===== config.mk =====
export PLATFORM = sky130hd
export DESIGN_NAME = gesture_uart_tx_fifo
export DESIGN_NICKNAME = d
export VERILOG_FILES = /design/src/rtl/gesture_uart_tx_fifo.sv
export SDC_FILE = /design/constraint.sdc
export NUM_CORES = 1
export LEC_CHECK = 0
export CORE_MARGIN = 2
export CORE_UTILIZATION = 43
export CTS_CLUSTER_SIZE = 30
export DETAILED_ROUTE_END_ITERATION = 8
export DONT_BUFFER_PORTS = 1
export MAX_ROUTING_LAYER = met4
export PLACE_DENSITY = 0.54
export SETUP_SLACK_MARGIN = 0.05
export SKIP_LAST_GASP = 1
export SLEW_MARGIN = 5
export SYNTH_ARGS = -nofsm -noshare
export SYNTH_HDL_FRONTEND = slang
export SYNTH_SLANG_ARGS = --single-unit

===== constraint.sdc =====
create_clock -name Clk_i -period 7.5 [get_ports Clk_i]
set_input_delay 0.75 -clock Clk_i [delete_from_list [all_inputs] [get_ports Clk_i]]
set_output_delay 0.75 -clock Clk_i [all_outputs]
set_load 0.05 [all_outputs]

===== src/rtl/gesture_uart_tx_fifo.sv =====
// Gesture UART transmitter: FIFO-buffered 8N1-style serialiser with configurable baud, width and stop bits.
// Optional parity bit after the data bits when UART_TX_PARITY_EN is defined (PARITY_ODD selects odd/even).
module gesture_uart_tx_fifo #(
   parameter int CLK_HZ     = 50000000,
   parameter int BAUD       = 9600,
   parameter int DATA_W     = 8,
   parameter int FIFO_DEPTH = 8,
   parameter int STOP_BITS  = 1,
   parameter int PARITY_ODD = 0
) (
   input  logic                          Clk_i,
   input  logic                          Reset_i,
   input  logic                          Data_Available_i,
   input  logic [DATA_W-1:0]             Data_i,
   input  logic                          Ovf_Clr_i,
   output logic                          Tx_o,
   output logic                          Busy_o,
   output logic                          Full_o,
   output logic                          Overflow_o,
   output logic [$clog2(FIFO_DEPTH):0]   Fifo_Count_o
);

   localparam int CLKS_PER_BIT = CLK_HZ / BAUD;
   localparam int PTR_W        = $clog2(FIFO_DEPTH);
   localparam int STOP_CLKS    = STOP_BITS * CLKS_PER_BIT;
   localparam int BAUD_W       = $clog2(STOP_CLKS);
   localparam int IDX_W        = $clog2(DATA_W);

   localparam logic [BAUD_W-1:0] BIT_RELOAD  = BAUD_W'(CLKS_PER_BIT - 1);
   localparam logic [BAUD_W-1:0] STOP_RELOAD = BAUD_W'(STOP_CLKS - 1);
   localparam logic [IDX_W-1:0]  LAST_IDX    = IDX_W'(DATA_W - 1);
   localparam logic [PTR_W:0]    DEPTH_CNT   = (PTR_W + 1)'(FIFO_DEPTH);

   localparam logic [2:0] S_IDLE   = 3'd0;
   localparam logic [2:0] S_START  = 3'd1;
   localparam logic [2:0] S_DATA   = 3'd2;
`ifdef UART_TX_PARITY_EN
   localparam logic [2:0] S_PARITY = 3'd3;
`endif
   localparam logic [2:0] S_STOP   = 3'd4;

   if (CLKS_PER_BIT < 2 || DATA_W < 5 || DATA_W > 9 || FIFO_DEPTH < 2 ||
       (FIFO_DEPTH & (FIFO_DEPTH - 1)) != 0 || STOP_BITS < 1 || STOP_BITS > 2 ||
       PARITY_ODD < 0 || PARITY_ODD > 1) begin : g_bad_params
      $error("gesture_uart_tx_fifo: illegal parameter combination");
   end

   logic [DATA_W-1:0] mem_q [FIFO_DEPTH];
   logic [PTR_W-1:0]  wr_ptr_q, rd_ptr_q;
   logic [PTR_W:0]    count_q, count_d;
   logic              full_q, full_d;
   logic              ovf_q, ovf_d;
   logic              busy_q, busy_d;
   logic              tx_q, tx_d;
   logic [2:0]        state_q, state_d;
   logic [BAUD_W-1:0] baud_q, baud_d;
   logic [IDX_W-1:0]  idx_q, idx_d;
   logic [DATA_W-1:0] shift_q, shift_d;
`ifdef UART_TX_PARITY_EN
   logic              par_q, par_d;
`endif
   logic              wr_en, drop, pop;

   // Fullness is judged on the registered count, so a write while full is dropped even if a pop coincides.
   assign wr_en = Data_Available_i & ~full_q;
   assign drop  = Data_Available_i & full_q;
   assign pop   = (state_q == S_IDLE) && (count_q != '0);

   // NOTE: storage has no reset; only pointers and count define validity, so stale words are never read.
   always_ff @(posedge Clk_i) begin
      if (wr_en) mem_q[wr_ptr_q] <= Data_i;
   end

   always_comb begin
      // NOTE: every comb output gets a default first so no path can infer a latch.
      count_d = count_q;
      case ({wr_en, pop})
         2'b10:   count_d = count_q + 1'b1;
         2'b01:   count_d = count_q - 1'b1;
         default: count_d = count_q;
      endcase
      full_d = (count_d == DEPTH_CNT);
      ovf_d  = drop ? 1'b1 : (Ovf_Clr_i ? 1'b0 : ovf_q);
   end

   always_comb begin
      state_d = state_q;
      baud_d  = baud_q;
      idx_d   = idx_q;
      shift_d = shift_q;
`ifdef UART_TX_PARITY_EN
      par_d   = par_q;
`endif
      case (state_q)
         S_IDLE: begin
            if (pop) begin
               state_d = S_START;
               baud_d  = BIT_RELOAD;
               shift_d = mem_q[rd_ptr_q];
`ifdef UART_TX_PARITY_EN
               par_d   = (^mem_q[rd_ptr_q]) ^ (PARITY_ODD != 0);
`endif
            end
         end
         S_START: begin
            if (baud_q == '0) begin
               state_d = S_DATA;
               baud_d  = BIT_RELOAD;
               idx_d   = '0;
            end else begin
               baud_d = baud_q - 1'b1;
            end
         end
         S_DATA: begin
            if (baud_q != '0) begin
               baud_d = baud_q - 1'b1;
            end else if (idx_q == LAST_IDX) begin
`ifdef UART_TX_PARITY_EN
               state_d = S_PARITY;
               baud_d  = BIT_RELOAD;
`else
               state_d = S_STOP;
               baud_d  = STOP_RELOAD;
`endif
            end else begin
               idx_d   = idx_q + 1'b1;
               shift_d = shift_q >> 1;
               baud_d  = BIT_RELOAD;
            end
         end
`ifdef UART_TX_PARITY_EN
         S_PARITY: begin
            if (baud_q == '0) begin
               state_d = S_STOP;
               baud_d  = STOP_RELOAD;
            end else begin
               baud_d = baud_q - 1'b1;
            end
         end
`endif
         S_STOP: begin
            if (baud_q == '0) state_d = S_IDLE;
            else              baud_d  = baud_q - 1'b1;
         end
         default: state_d = S_IDLE;
      endcase
   end

   // Line level follows the current state, so Tx_o trails the FSM by one cycle and never sees an input directly.
   always_comb begin
      case (state_q)
         S_START: tx_d = 1'b0;
         S_DATA:  tx_d = shift_q[0];
`ifdef UART_TX_PARITY_EN
         S_PARITY: tx_d = par_q;
`endif
         default: tx_d = 1'b1;
      endcase
      busy_d = (state_d != S_IDLE) || (count_d != '0);
   end

   // NOTE: all state updates use non-blocking assignments so every register samples pre-edge values.
   always_ff @(posedge Clk_i or posedge Reset_i) begin
      if (Reset_i) begin
         wr_ptr_q <= '0;
         rd_ptr_q <= '0;
         count_q  <= '0;
         full_q   <= 1'b0;
         ovf_q    <= 1'b0;
         busy_q   <= 1'b0;
         tx_q     <= 1'b1;
         state_q  <= S_IDLE;
         baud_q   <= '0;
         idx_q    <= '0;
         shift_q  <= '0;
`ifdef UART_TX_PARITY_EN
         par_q    <= 1'b0;
`endif
      end else begin
         if (wr_en) wr_ptr_q <= wr_ptr_q + 1'b1;
         if (pop)   rd_ptr_q <= rd_ptr_q + 1'b1;
         count_q <= count_d;
         full_q  <= full_d;
         ovf_q   <= ovf_d;
         busy_q  <= busy_d;
         tx_q    <= tx_d;
         state_q <= state_d;
         baud_q  <= baud_d;
         idx_q   <= idx_d;
         shift_q <= shift_d;
`ifdef UART_TX_PARITY_EN
         par_q   <= par_d;
`endif
      end
   end

   assign Tx_o         = tx_q;
   assign Busy_o       = busy_q;
   assign Full_o       = full_q;
   assign Overflow_o   = ovf_q;
   assign Fifo_Count_o = count_q;

endmodule


# == Word-level counts from Yosys, hierarchy flattened ==
# Memory sizes are Yosys's and may differ from the RTL's.
# Index checks and enable logic that the tools add are counted.
# totals
reg_bits,41
mem_bits_rw,64
in_bits,12
output_inout_bits,8
wordCells,73
mem_count,1
# classes
n_addsub,6
eq_ne,12
mux,25
bitwise,3
n_reduce_logical,15
# mem_list
name,words,word_bits,rd,rd_clocked_by_memory_dff,wr,line,text
mem_q,8,8,1,0,1,48,logic [DATA_W-1:0] mem_q [FIFO_DEPTH];
# op_table
op,count
$mux W13,4
$pmux W13 S4,1
$mux W3,8
$mux W8,3
$pmux W8 S2,1
$logic_not A13 Y1,1
$reduce_bool A13 Y1,1
$sub A13 B1 Y13 const B,1
$pmux W3 S4,1
$reduce_bool A4 Y1,3
$ne A2 B2 Y1 const B,5
$add A3 B1 Y3 const B,3
$pmux W4 S2,1
$reduce_and A4 Y1,2
$eq A3 B3 Y1 const B,2
$pmux W3 S2,1
$reduce_bool A2 Y1,3
$add A4 B1 Y4 const B,1
$eq A4 B4 Y1 const B,1
$mux W1,4
$sub A4 B1 Y4 const B,1
$eq A3 B1 Y1 const B,1
$eq A3 B2 Y1 const B,1
$logic_not A3 Y1,1
9 further kinds,10

# == Logic depth before layout (Yosys ltp) ==
# Gate-level depths: netlist of run 1.
# logic_depth
word_depth,6
ltp_mapped,13
depth_no_buf,11

# == Worst setup path before layout of run 1 ==
# No wires, ideal clock.
# synth_path
path_kind,flip-flop to flip-flop
start,register count_q[1] (netlist: Fifo_Count_o[1])
end,register full_q (netlist: Full_o)
setup_time_ns,0.127
t_arrival_ns,2.879
required_time_ns,7.373
slack_ns,4.494
stages_incl_launch_ff,14
path_buffers,2
synth_period_minus_slack_ns,3.006
cell_sequence,dfrtp_1 > clkbuf_1 > nor4_1 > or4_1 > clkbuf_1 > inv_1 > ha_1 > xor2_1 > ha_1 > a21oi_1 > xnor2_1 > xnor2_1 > a22o_1 > nor2b_1
# synth_between
elab_chain_cells,5
word_cells_on_any_way,8
classes_between,add/sub (2); eq/ne (3); mux (1); reduce/logical (2)
# synth_rtl
item,line,text
"start, declared",50,"logic [PTR_W:0] count_q, count_d;"
"start signal, assigned",182,count_q <= count_d;
$reduce_bool A4 Y1 *,67,assign pop = (state_q == S_IDLE) && (count_q != '0);
$logic_and A1 B1 Y1 *,67,
net pop,62,"logic wr_en, drop, pop;"
$eq A2 B1 Y1 or $eq A2 B2 Y1 (tied branches),77,"case ({wr_en, pop})"
$pmux W4 S2 *,77,
$eq A4 B4 Y1 *,82,full_d = (count_d == DEPTH_CNT);
net full_d,51,"logic full_q, full_d;"
"end signal, assigned",183,full_q <= full_d;
"end, declared",51,
# The timed path passes the listed nets; every way through them passes the cells marked *.
# A chain may end at the register's enable or synchronous reset.

# == Worst setup path after layout of run 1 ==
# Ends and elaborated chain as after synthesis.

==> out/qor.tcl, run 1 <==
set qor(route.antenna.remaining_nets) 0
set qor(floorplan.rows) 38
set qor(drt_wl_total_um) 8600
set qor(globalRouteTotalUtil_pct) 16.6
set qor(first_iter_violations) 214
set qor(route.vias.total) 2580
set qor(final_net_count) 352
set qor(io_pins) 20
set qor(crit_path_arrival_time_ps) 3480
set qor(synth-seq-cells) 105
set qor(drt-wirelength-per-cell_um) 18.1
set qor(timing.hold.worst.class) {primary input to async pin}
set qor(final_critical_path_setup_slack_ps) 4290
set qor(critPathKind) {flop to flop}
set qor(min_period_ps) 3210
set qor(synth.cell_area_um2) 4710
set qor(maxClockFrequency_ghz) 0.311
set qor(synth_largest_type_area_fraction_pct) 40.8
set qor(final-instance-count-excl-fill) 476
set qor(syn-num-nets) 356
set qor(slew_viol_final) 0
set qor(worst_ep_required_time_ps) 7770
set qor(grt_overflow_total) 0
set qor(gp_congestion) 0.755
set qor(max-vdd-ir-drop_mv) 0.144
set qor(drv_cap) 0
set qor(critical_path.endpoint_type) {flop}
set qor(synth_area_leaders) {sky130_fd_sc_hd__edfxtp_1, sky130_fd_sc_hd__dfrtp_1, sky130_fd_sc_hd__mux4_2, sky130_fd_sc_hd__nor2_1, sky130_fd_sc_hd__ha_1}
set qor(dominantRegCellSynth) {sky130_fd_sc_hd__edfxtp_1}
set qor(vias_per_cell) 5.42
set qor(clk_latency_ps) 380
set qor(antenna_cells) 0
set qor(post_synthesis_sequential_area_ratio_pct) 62.6
set qor(cts.reportedPaths.clkPinSlew_ps) 110
set qor(die_x_extent_um) 109
set qor(global_route_wire_length_before_repair_um) 13900
set qor(synth.lib_cells_used.distinct) 54
set qor(period_share_pct) 42.8
set qor(number_of_search_and_repair_iterations_in_the_first_detailed_routing_pass) 4
set qor(path_max_fanout) 9
set qor(power.static_leakage_nw) 1.81
set qor(synth-edff-count) 64
set qor(report.final.hold_viol_count) 0
set qor(rsz_0062_raised_after_global_routing) {no}
set qor(placed_cells_incl_taps) 460
set qor(floorplan.die_area_um2) 11800
set qor(post_cts_resize_count) 0
set qor(run_status) {finished clean}
set qor(initial_core_util_pct) 43.9
set qor(core-area_um2) 10700
set qor(finClkSkew_ps) 10.1
set qor(number_of_buffers_created_by_cts) 9
set qor(crit_path_start_kind) {flop}
set qor(layout-area-overhead-vs-synth_pct) 6.58
set qor(nFillCells) 978
set qor(synthArstFlopShare_pct) 39.0
set qor(cts-htree-levels) 3
set qor(syn-mean-instance-area_um2) 14.1
set qor(powerDensity_nw_per_um2) 354
set qor(port_buffers) 0
set qor(clk_sinks) 105
set qor(ys.warnings.count) 0
set qor(setup-tns-final_ps) 0
set qor(grt_pass1_vias) 2554
set qor(maximum_number_of_pins_on_one_net_before_global_route_repair) 42
set qor(drive_gt1_share_pct) 15.5
set qor(final-setup-viol-count) 0
set qor(synth_instances) 335
set qor(tritoncts_clock_tree) {yes}
set qor(dieHeight_um) 109
set qor(postCtsSetupBuffers) 0
set qor(cts_root_buffer) {sky130_fd_sc_hd__clkbuf_8}
set qor(hpwlAfterDp_um) 5490
set qor(clk_path_buf_depth) 2
set qor(number_of_antenna_violations_at_the_first_check_in_global_routing) 0
set qor(drt_drc_violations_left) 0
set qor(synth_top_area_cell) {sky130_fd_sc_hd__edfxtp_1}
set qor(pre_cts_slack_ps) 4320
set qor(relSlewSlack_pct) 34.8
set qor(cts_hold_repair.buffers) 0
set qor(worst-slew-pin-transition_ps) 979
==> placed cells by master, fill, tap and decap left out, types with 4 or more instances in the layout <==
master and count:
sky130_fd_sc_hd__ha_1 9, sky130_fd_sc_hd__dfrtp_1 40, sky130_fd_sc_hd__nand2b_1 6, sky130_fd_sc_hd__mux4_2 16
sky130_fd_sc_hd__a22o_1 4, sky130_fd_sc_hd__edfxtp_1 64, sky130_fd_sc_hd__inv_1 10, sky130_fd_sc_hd__a21oi_1 14
sky130_fd_sc_hd__mux2_4 7, sky130_fd_sc_hd__mux2i_1 10, sky130_fd_sc_hd__clkbuf_8 9, sky130_fd_sc_hd__nor2_1 31
sky130_fd_sc_hd__nor3_1 8, sky130_fd_sc_hd__o21ai_0 19, sky130_fd_sc_hd__nand2_1 16, sky130_fd_sc_hd__xnor2_1 9
sky130_fd_sc_hd__nor2b_1 4
==> power breakdown <==
part           switching [mW]  internal [mW]  total [mW]
clock                   0.223          0.134       0.357
sequential              0.206          0.756       0.963
combinational           0.212          0.249       0.461
==> Yosys cell counts, types with 3 or more instances <==
| cell | instances |
|---|---|
| sky130_fd_sc_hd__a22o_1 | 4 |
| sky130_fd_sc_hd__nor2_1 | 31 |
| sky130_fd_sc_hd__a21oi_1 | 14 |
| sky130_fd_sc_hd__edfxtp_1 | 64 |
| sky130_fd_sc_hd__mux2i_1 | 10 |
| sky130_fd_sc_hd__nand3b_1 | 3 |
| sky130_fd_sc_hd__mux4_2 | 16 |
| sky130_fd_sc_hd__ha_1 | 9 |
| sky130_fd_sc_hd__xnor2_1 | 9 |
| sky130_fd_sc_hd__clkbuf_1 | 8 |
| sky130_fd_sc_hd__nand2_1 | 16 |
| sky130_fd_sc_hd__o21ai_0 | 19 |
| sky130_fd_sc_hd__nand2b_1 | 6 |
| sky130_fd_sc_hd__mux2_4 | 7 |
| sky130_fd_sc_hd__nor2b_1 | 4 |
| sky130_fd_sc_hd__nor3_1 | 10 |
| sky130_fd_sc_hd__dfrtp_1 | 40 |
| sky130_fd_sc_hd__a211oi_1 | 3 |
| sky130_fd_sc_hd__mux2_2 | 3 |
| sky130_fd_sc_hd__inv_1 | 11 |
==> metal layers <==
metal | global-route usage, % | share of wire [%] | up-vias
li1 | - | - | 1251
met1 | 22.8 | 49 | 1278
met2 | 24.9 | 46 | 39
met3 | 3.35 | 3.7 | 12
met4 | 5.49 | 1.3 | 0
met5 | - | 0 | -
==> final cells by class <==
type                            count  area [um2]  share of cell area [%]
Clock inverter                      7        76.3                    1.52
Inverter                           11        41.3                   0.822
Clock buffer                        9         124                    2.47
Tap cell                          140         175                    3.49
Sequential cell                   105        2950                    58.7
Multi-Input combinational cell    203        1650                    32.9
Timing Repair Buffer                1        7.51                   0.149
==> metrics by stage <==
step / power (mW) / util [%] / hold WS [ps] / instance area [um2]
6_report: 1.78 / 46.8 / 425 / 5020
5_1_grt: 1.90 / 46.8 / 427 / 5020
4_1_cts: 1.80 / 46.8 / 441 / 5020
3_5_place_dp: 1.44 / 44.9 / 496 / 4820
3_3_place_gp: 1.43 / 44.9 / 491 / 4820
2_1_floorplan: 1.32 / - / 457 / 4710
==> worst max-delay path: stages (launching register included) <==
cell and delay (ps):
sky130_fd_sc_hd__dfrtp_1 660, sky130_fd_sc_hd__nor4_1 630, sky130_fd_sc_hd__or4_1 320, sky130_fd_sc_hd__inv_1 120, sky130_fd_sc_hd__ha_1 260, sky130_fd_sc_hd__xor2_1 160, sky130_fd_sc_hd__ha_1 200, sky130_fd_sc_hd__a21oi_1 150
sky130_fd_sc_hd__xnor2_1 180, sky130_fd_sc_hd__xnor2_1 90, sky130_fd_sc_hd__a22o_1 210, sky130_fd_sc_hd__nor2b_1 120
==> cells by family after synthesis <==
group / share of synthesized area, %
flops: 62.6
fa+ha+maj: 2.39
mux: 12.7
compound gates: 7.43
xor+xnor: 2.04
simple gates: 10.2
buf+inv: 2.63
==> final timing paths <==
path                                       from  depth (start not counted)           to  slack [ps]
worst max-delay path            Fifo_Count_o[1]                         11       Full_o        4290
worst min-delay path                    Reset_i                          1   Overflow_o         430
worst max register to register  Fifo_Count_o[1]                         11       Full_o        4290
worst min register to register       baud_q[12]                          1   baud_q[12]         510
max in group asynchronous               Reset_i                          1   shift_q[5]        6500
min in group Clk_i                    Data_i[4]                          0  mem_q[6][4]         460
==> flip-flops by register name, summed over array words and instances, names as in the netlist, 3 cells and up <==
register	cells
mem_q	64
baud_q	13
shift_q	8
Fifo_Count_o	4
idx_q	3
rd_ptr_q	3
state_q	3
wr_ptr_q	3
No activity file was read; power rests on OpenSTA's default activity.
==> run 2: changes to the inputs <==
==> constraint.sdc (replaced) <==
create_clock -name Clk_i -period 3.32 [get_ports Clk_i]
set_input_delay 0.332 -clock Clk_i [delete_from_list [all_inputs] [get_ports Clk_i]]
set_output_delay 0.332 -clock Clk_i [all_outputs]
set_load 0.05 [all_outputs]
==> out/qor.tcl, run 2 (same netlist as run 1, synthesis figures left out) <==
set qor(run_status) {finished clean}
set qor(path_max_fanout) 15
set qor(global_route_wire_length_before_repair_um) 14200
set qor(slew_viol_final) 0
set qor(share_comb_of_total_power_pct) 30.8
set qor(die_x_extent_um) 109
set qor(maxClockFrequency_ghz) 0.355
set qor(setup-tns-final_ps) 0
set qor(drt_wl_total_um) 8450
set qor(final_core_utilization_pct) 48.0
set qor(int_pwr_mw) 2.70
set qor(route.antenna.remaining_nets) 0
set qor(share_seq_of_total_power_pct) 48.3
set qor(layout.cells.most_common_list) {sky130_fd_sc_hd__edfxtp_1, sky130_fd_sc_hd__dfrtp_1, sky130_fd_sc_hd__nor2_1}
set qor(finClkSkew_ps) 9.52
set qor(maximum_number_of_pins_on_one_net_before_global_route_repair) 42
set qor(layout_commonest_cell) {sky130_fd_sc_hd__edfxtp_1}
set qor(power.static_leakage_nw) 1.89
set qor(cts-htree-levels) 3
set qor(drive_gt1_share_pct) 17.7
set qor(drt_drc_violations_left) 0
set qor(crit_path_arrival_time_ps) 3080
set qor(drt-wirelength-per-cell_um) 17.2
set qor(register_area_um2) 2950
set qor(route.vias.total) 2623
set qor(core-area_um2) 10700
set qor(number_of_buffers_created_by_cts) 9
set qor(reg.largest.list) {mem_q: 64 flops, baud_q: 13 flops, shift_q: 8 flops}
set qor(nFillCells) 973
set qor(vias_per_cell) 5.34
set qor(floorplan.rows) 38
set qor(worst-slew-pin-transition_ps) 907
set qor(number_of_antenna_violations_at_the_first_check_in_global_routing) 0
set qor(grt_pass1_vias) 2624
set qor(registers.top_by_ff_count) {mem_q}
set qor(clk_sinks) 105
set qor(clk_path_buf_depth) 2
set qor(critical_path.endpoint_type) {flop}
set qor(period_share_pct) 84.8
set qor(globalRouteTotalUtil_pct) 16.9
set qor(p_switching_mw) 1.43
set qor(initial_core_util_pct) 43.9
set qor(min_period_ps) 2820
set qor(cts_root_buffer) {sky130_fd_sc_hd__clkbuf_8}
set qor(finalInstanceArea_um2) 5160
set qor(worst_ep_required_time_ps) 3590
set qor(rsz_0062_raised_after_global_routing) {no}
set qor(layout-area-overhead-vs-synth_pct) 9.37
set qor(number_of_search_and_repair_iterations_in_the_first_detailed_routing_pass) 4
set qor(tritoncts_clock_tree) {yes}
set qor(largest_register_ffs) 64
set qor(p_sw_share_pct) 34.6
set qor(floorplan.die_area_um2) 11800
set qor(clockPowerShare_pct) 20.9
set qor(crit_path_start_kind) {flop}
set qor(multiInputGateArea_um2) 1640
set qor(dieHeight_um) 109
set qor(io_pins) 20
set qor(cts.reportedPaths.clkPinSlew_ps) 110
set qor(post_cts_resize_count) 0
set qor(gp_congestion) 0.769
set qor(relSlewSlack_pct) 39.3
set qor(final_net_count) 367
set qor(grt_overflow_total) 0
set qor(clk_latency_ps) 390
set qor(drv_cap) 0
set qor(port_buffers) 0
set qor(first_iter_violations) 164
set qor(critPathKind) {flop to flop}
set qor(hpwlAfterDp_um) 5500
set qor(timing.hold.worst.class) {primary input to async pin}
set qor(placed_area_um2) 4900
set qor(antenna_cells) 0
set qor(total_power_mw) 4.14
set qor(max-vdd-ir-drop_mv) 0.608
set qor(final-setup-viol-count) 0
set qor(report.final.hold_viol_count) 0
set qor(powerDensity_nw_per_um2) 802
[run 2: changes by cell type in the layout (fill, tap and decap cells not counted), sizes merged]
cell and change:
buf +12, dlygate4sd3 +3, bufinv +1, clkinv -1
[run 2: timing repair]
item                                   4_1_cts  5_1_grt
setup buffers                                0        0
endpoints found under the hold margin        0        9
hold buffers                                 0        3
[run 2: cell type report]
cell class | count | share of cell area, %
repair buffers | 16 | 2.48
clock buffers | 9 | 2.40
inverters | 11 | 0.801
clock inverters | 7 | 1.89
flip-flops and latches | 105 | 57.2
well taps | 140 | 3.40
multi-input cells | 203 | 31.8
[run 2: final timing paths]
| kind | from | to | slack (ps) | depth (start not counted) |
|---|---|---|---|---|
| worst max-delay path | state_q[1] | Full_o | 500 | 10 |
| worst min-delay path | Reset_i | Overflow_o | 4 | 1 |
| worst max register to register | state_q[1] | Full_o | 500 | 10 |
| worst min register to register | shift_q[7] | shift_q[7] | 510 | 1 |
| max in group asynchronous | Reset_i | shift_q[1] | 2750 | 1 |
| min in group Clk_i | Data_i[2] | mem_q[1][2] | 30 | 0 |
[run 2: through the flow]
| stage | std cells | hold WS (ps) | worst slack, ps |
|---|---|---|---|
| global route | 491 | -0.666 | 167 |
| global placement | 472 | 431 | 608 |
| finish | 491 | 4.16 | 504 |
| detailed placement | 472 | 431 | 528 |
| floorplan | 335 | 431 | 314 |
| CTS | 488 | 11.2 | 502 |
[run 2: layer usage]
layer	up-vias	global-route usage, %	share of wire [%]
li1	1281	-	-
met1	1307	22.4	48
met2	27	25.5	47
met3	8	4.78	3.2
met4	0	5.22	1.3
met5	-	-	0
[run 2: critical path, stage by stage, from the launching register on]
cell	delay (ps)
sky130_fd_sc_hd__dfrtp_1	530
sky130_fd_sc_hd__or4_1	710
sky130_fd_sc_hd__inv_1	170
sky130_fd_sc_hd__ha_1	260
sky130_fd_sc_hd__xor2_1	170
sky130_fd_sc_hd__ha_1	160
sky130_fd_sc_hd__a21oi_1	50
sky130_fd_sc_hd__xnor2_1	220
sky130_fd_sc_hd__xnor2_1	90
sky130_fd_sc_hd__a22o_1	200
sky130_fd_sc_hd__nor2b_1	140
[run 2: power by group through the flow]
stage	logic [mW]	registers, mW	clock network [mW]
floorplan	0.952	2.03	0
detailed placement	1.28	2.03	0
finish	1.27	2.00	0.865
CTS	1.29	2.00	0.896
global route	1.42	2.05	0.947
global placement	1.28	2.02	0
==> run 3: changes to the inputs <==
--- a/config.mk
+++ b/config.mk
@@ -11,7 +11,7 @@
 export DETAILED_ROUTE_END_ITERATION = 8
 export DONT_BUFFER_PORTS = 1
 export MAX_ROUTING_LAYER = met4
-export PLACE_DENSITY = 0.54
+export PLACE_DENSITY = 0.56
 export SETUP_SLACK_MARGIN = 0.05
 export SKIP_LAST_GASP = 1
 export SLEW_MARGIN = 5
==> constraint.sdc (replaced) <==
create_clock -name Clk_i -period 2.55 [get_ports Clk_i]
set_input_delay 0.255 -clock Clk_i [delete_from_list [all_inputs] [get_ports Clk_i]]
set_output_delay 0.255 -clock Clk_i [all_outputs]
set_load 0.05 [all_outputs]
==> out/qor.tcl, run 3 (same netlist as run 1, synthesis figures left out) <==
set qor(globalRouteTotalUtil_pct) 17.2
set qor(cts.reportedPaths.clkPinSlew_ps) 110
set qor(global_route.peak_usage_layer) {met2}
set qor(registers.top_by_ff_count) {mem_q}
set qor(setup-tns-final_ps) 0
set qor(reg.largest.list) {mem_q: 64 flops, baud_q: 13 flops, shift_q: 8 flops}
set qor(drive_gt1_share_pct) 22.8
set qor(core-area_um2) 10700
set qor(min_period_ps) 2300
set qor(worst-slew-pin-transition_ps) 614
set qor(io_pins) 20
set qor(worst_ep_required_time_ps) 2820
set qor(crit_path_arrival_time_ps) 2570
set qor(layout.cells.most_common_list) {sky130_fd_sc_hd__edfxtp_1, sky130_fd_sc_hd__dfrtp_1, sky130_fd_sc_hd__nor2_1, sky130_fd_sc_hd__buf_4, sky130_fd_sc_hd__o21ai_0}
set qor(total_power_mw) 5.44
set qor(grt_pass1_vias) 2804
set qor(groute.layer.met2.usage_pct) 26.5
set qor(max-vdd-ir-drop_mv) 0.516
set qor(slew_viol_final) 0
set qor(first_iter_violations) 155
set qor(initial_core_util_pct) 43.9
set qor(layout_commonest_cell) {sky130_fd_sc_hd__edfxtp_1}
set qor(relSlewSlack_pct) 58.8
set qor(path_max_fanout) 5
set qor(final_critical_path_setup_slack_ps) 247
set qor(global_route_wire_length_before_repair_um) 14500
set qor(maxClockFrequency_ghz) 0.434
set qor(final_core_utilization_pct) 50.2
set qor(final-setup-viol-count) 0
set qor(drt-wirelength-per-cell_um) 16.9
set qor(placed_area_um2) 5060
set qor(route.antenna.remaining_nets) 0
set qor(clk_path_buf_depth) 2
set qor(largest_register_ffs) 64
set qor(finalInstanceArea_um2) 5390
set qor(finClkSkew_ps) 13.8
set qor(met3_usage_pct) 5.50
set qor(cts_root_buffer) {sky130_fd_sc_hd__clkbuf_8}
set qor(route.vias.total) 2696
set qor(final_net_count) 393
set qor(vias_per_cell) 5.21
set qor(power.static_leakage_nw) 2.00
set qor(critical_path.endpoint_type) {flop}
set qor(dieHeight_um) 109
set qor(critPathKind) {flop to flop}
set qor(drt_drc_violations_left) 0
set qor(hpwlAfterDp_um) 5900
set qor(report.final.hold_viol_count) 0
set qor(tritoncts_clock_tree) {yes}
set qor(die_x_extent_um) 109
set qor(timing.hold.worst.class) {primary input to flop}
set qor(gp_congestion) 0.761
set qor(number_of_buffers_created_by_cts) 9
set qor(run_status) {finished clean}
set qor(period_share_pct) 90.3
set qor(number_of_search_and_repair_iterations_in_the_first_detailed_routing_pass) 4
set qor(antenna_cells) 0
set qor(grt_util_met1_pct) 22.5
set qor(powerDensity_nw_per_um2) 1010
set qor(nFillCells) 956
set qor(pre_cts_slack_ps) 217
set qor(cts-htree-levels) 3
set qor(floorplan.rows) 38
set qor(grt_overflow_total) 0
set qor(layout-area-overhead-vs-synth_pct) 14.3
set qor(clk_sinks) 105
set qor(drt_wl_total_um) 8730
set qor(port_buffers) 0
set qor(crit_path_start_kind) {flop}
set qor(maximum_number_of_pins_on_one_net_before_global_route_repair) 22
set qor(clk_latency_ps) 390
set qor(drv_cap) 0
set qor(floorplan.die_area_um2) 11800
set qor(rsz_0062_raised_after_global_routing) {no}
set qor(number_of_antenna_violations_at_the_first_check_in_global_routing) 0
[run 3: final cells by class]
type | count | area [um2] | share of cell area [%]
inverter | 11 | 41.3 | 0.766
clock buffer | 9 | 124 | 2.30
sequential | 105 | 2950 | 54.8
clock inverter | 7 | 80.1 | 1.49
multi-input combinational | 203 | 1670 | 31.0
tap | 140 | 175 | 3.25
timing repair buffer | 42 | 343 | 6.36
[run 3: power breakdown]
part	internal (mW)	switching (mW)	total [mW]
combinational	0.890	0.931	1.82
sequential	2.23	0.349	2.58
clock	0.390	0.645	1.04
total	3.51	1.93	5.44
[run 3: final timing paths]
path,startpoint,cells past startpoint,endpoint,slack (ps)
setup / recovery,Fifo_Count_o[2],11,Full_o,250
hold / removal,Data_Available_i,3,wr_ptr_q[0],280
setup reg to reg,Fifo_Count_o[2],11,Full_o,250
hold reg to reg,baud_q[12],1,baud_q[12],500
max in group asynchronous,Reset_i,3,Tx_o,1600
min in group asynchronous,Reset_i,2,wr_ptr_q[0],300
[run 3: stage by stage]
step	hold WS [ps]	cells
after CTS	278	516
final	277	517
after global routing	278	517
after floorplan	354	335
after global placement	187	489
after detailed placement	173	489
[run 3: critical path, stage by stage, from the launching register on]
cell	delay, ps
sky130_fd_sc_hd__dfrtp_2	440
sky130_fd_sc_hd__nor4_4	290
sky130_fd_sc_hd__or4_4	180
sky130_fd_sc_hd__inv_2	50
sky130_fd_sc_hd__ha_4	170
sky130_fd_sc_hd__xor2_1	140
sky130_fd_sc_hd__ha_1	180
sky130_fd_sc_hd__a21oi_1	140
sky130_fd_sc_hd__xnor2_1	170
sky130_fd_sc_hd__xnor2_1	90
sky130_fd_sc_hd__a22o_1	190
sky130_fd_sc_hd__nor2b_1	130
[run 3: timing repair]
item,4_1_cts,5_1_grt
setup endpoints to repair,0,2
setup buffers,0,1
hold buffers,11,0
endpoints found under the hold margin,79,0
resized for setup,0,1
[run 3: layer usage]
layer / wire length (um) / share of wire (%) / vias up
li1: - / - / 1333
met1: 4210 / 48 / 1328
met2: 4150 / 48 / 28
met3: 287 / 3.3 / 7
met4: 85 / 0.97 / 0
met5: 0 / 0 / -
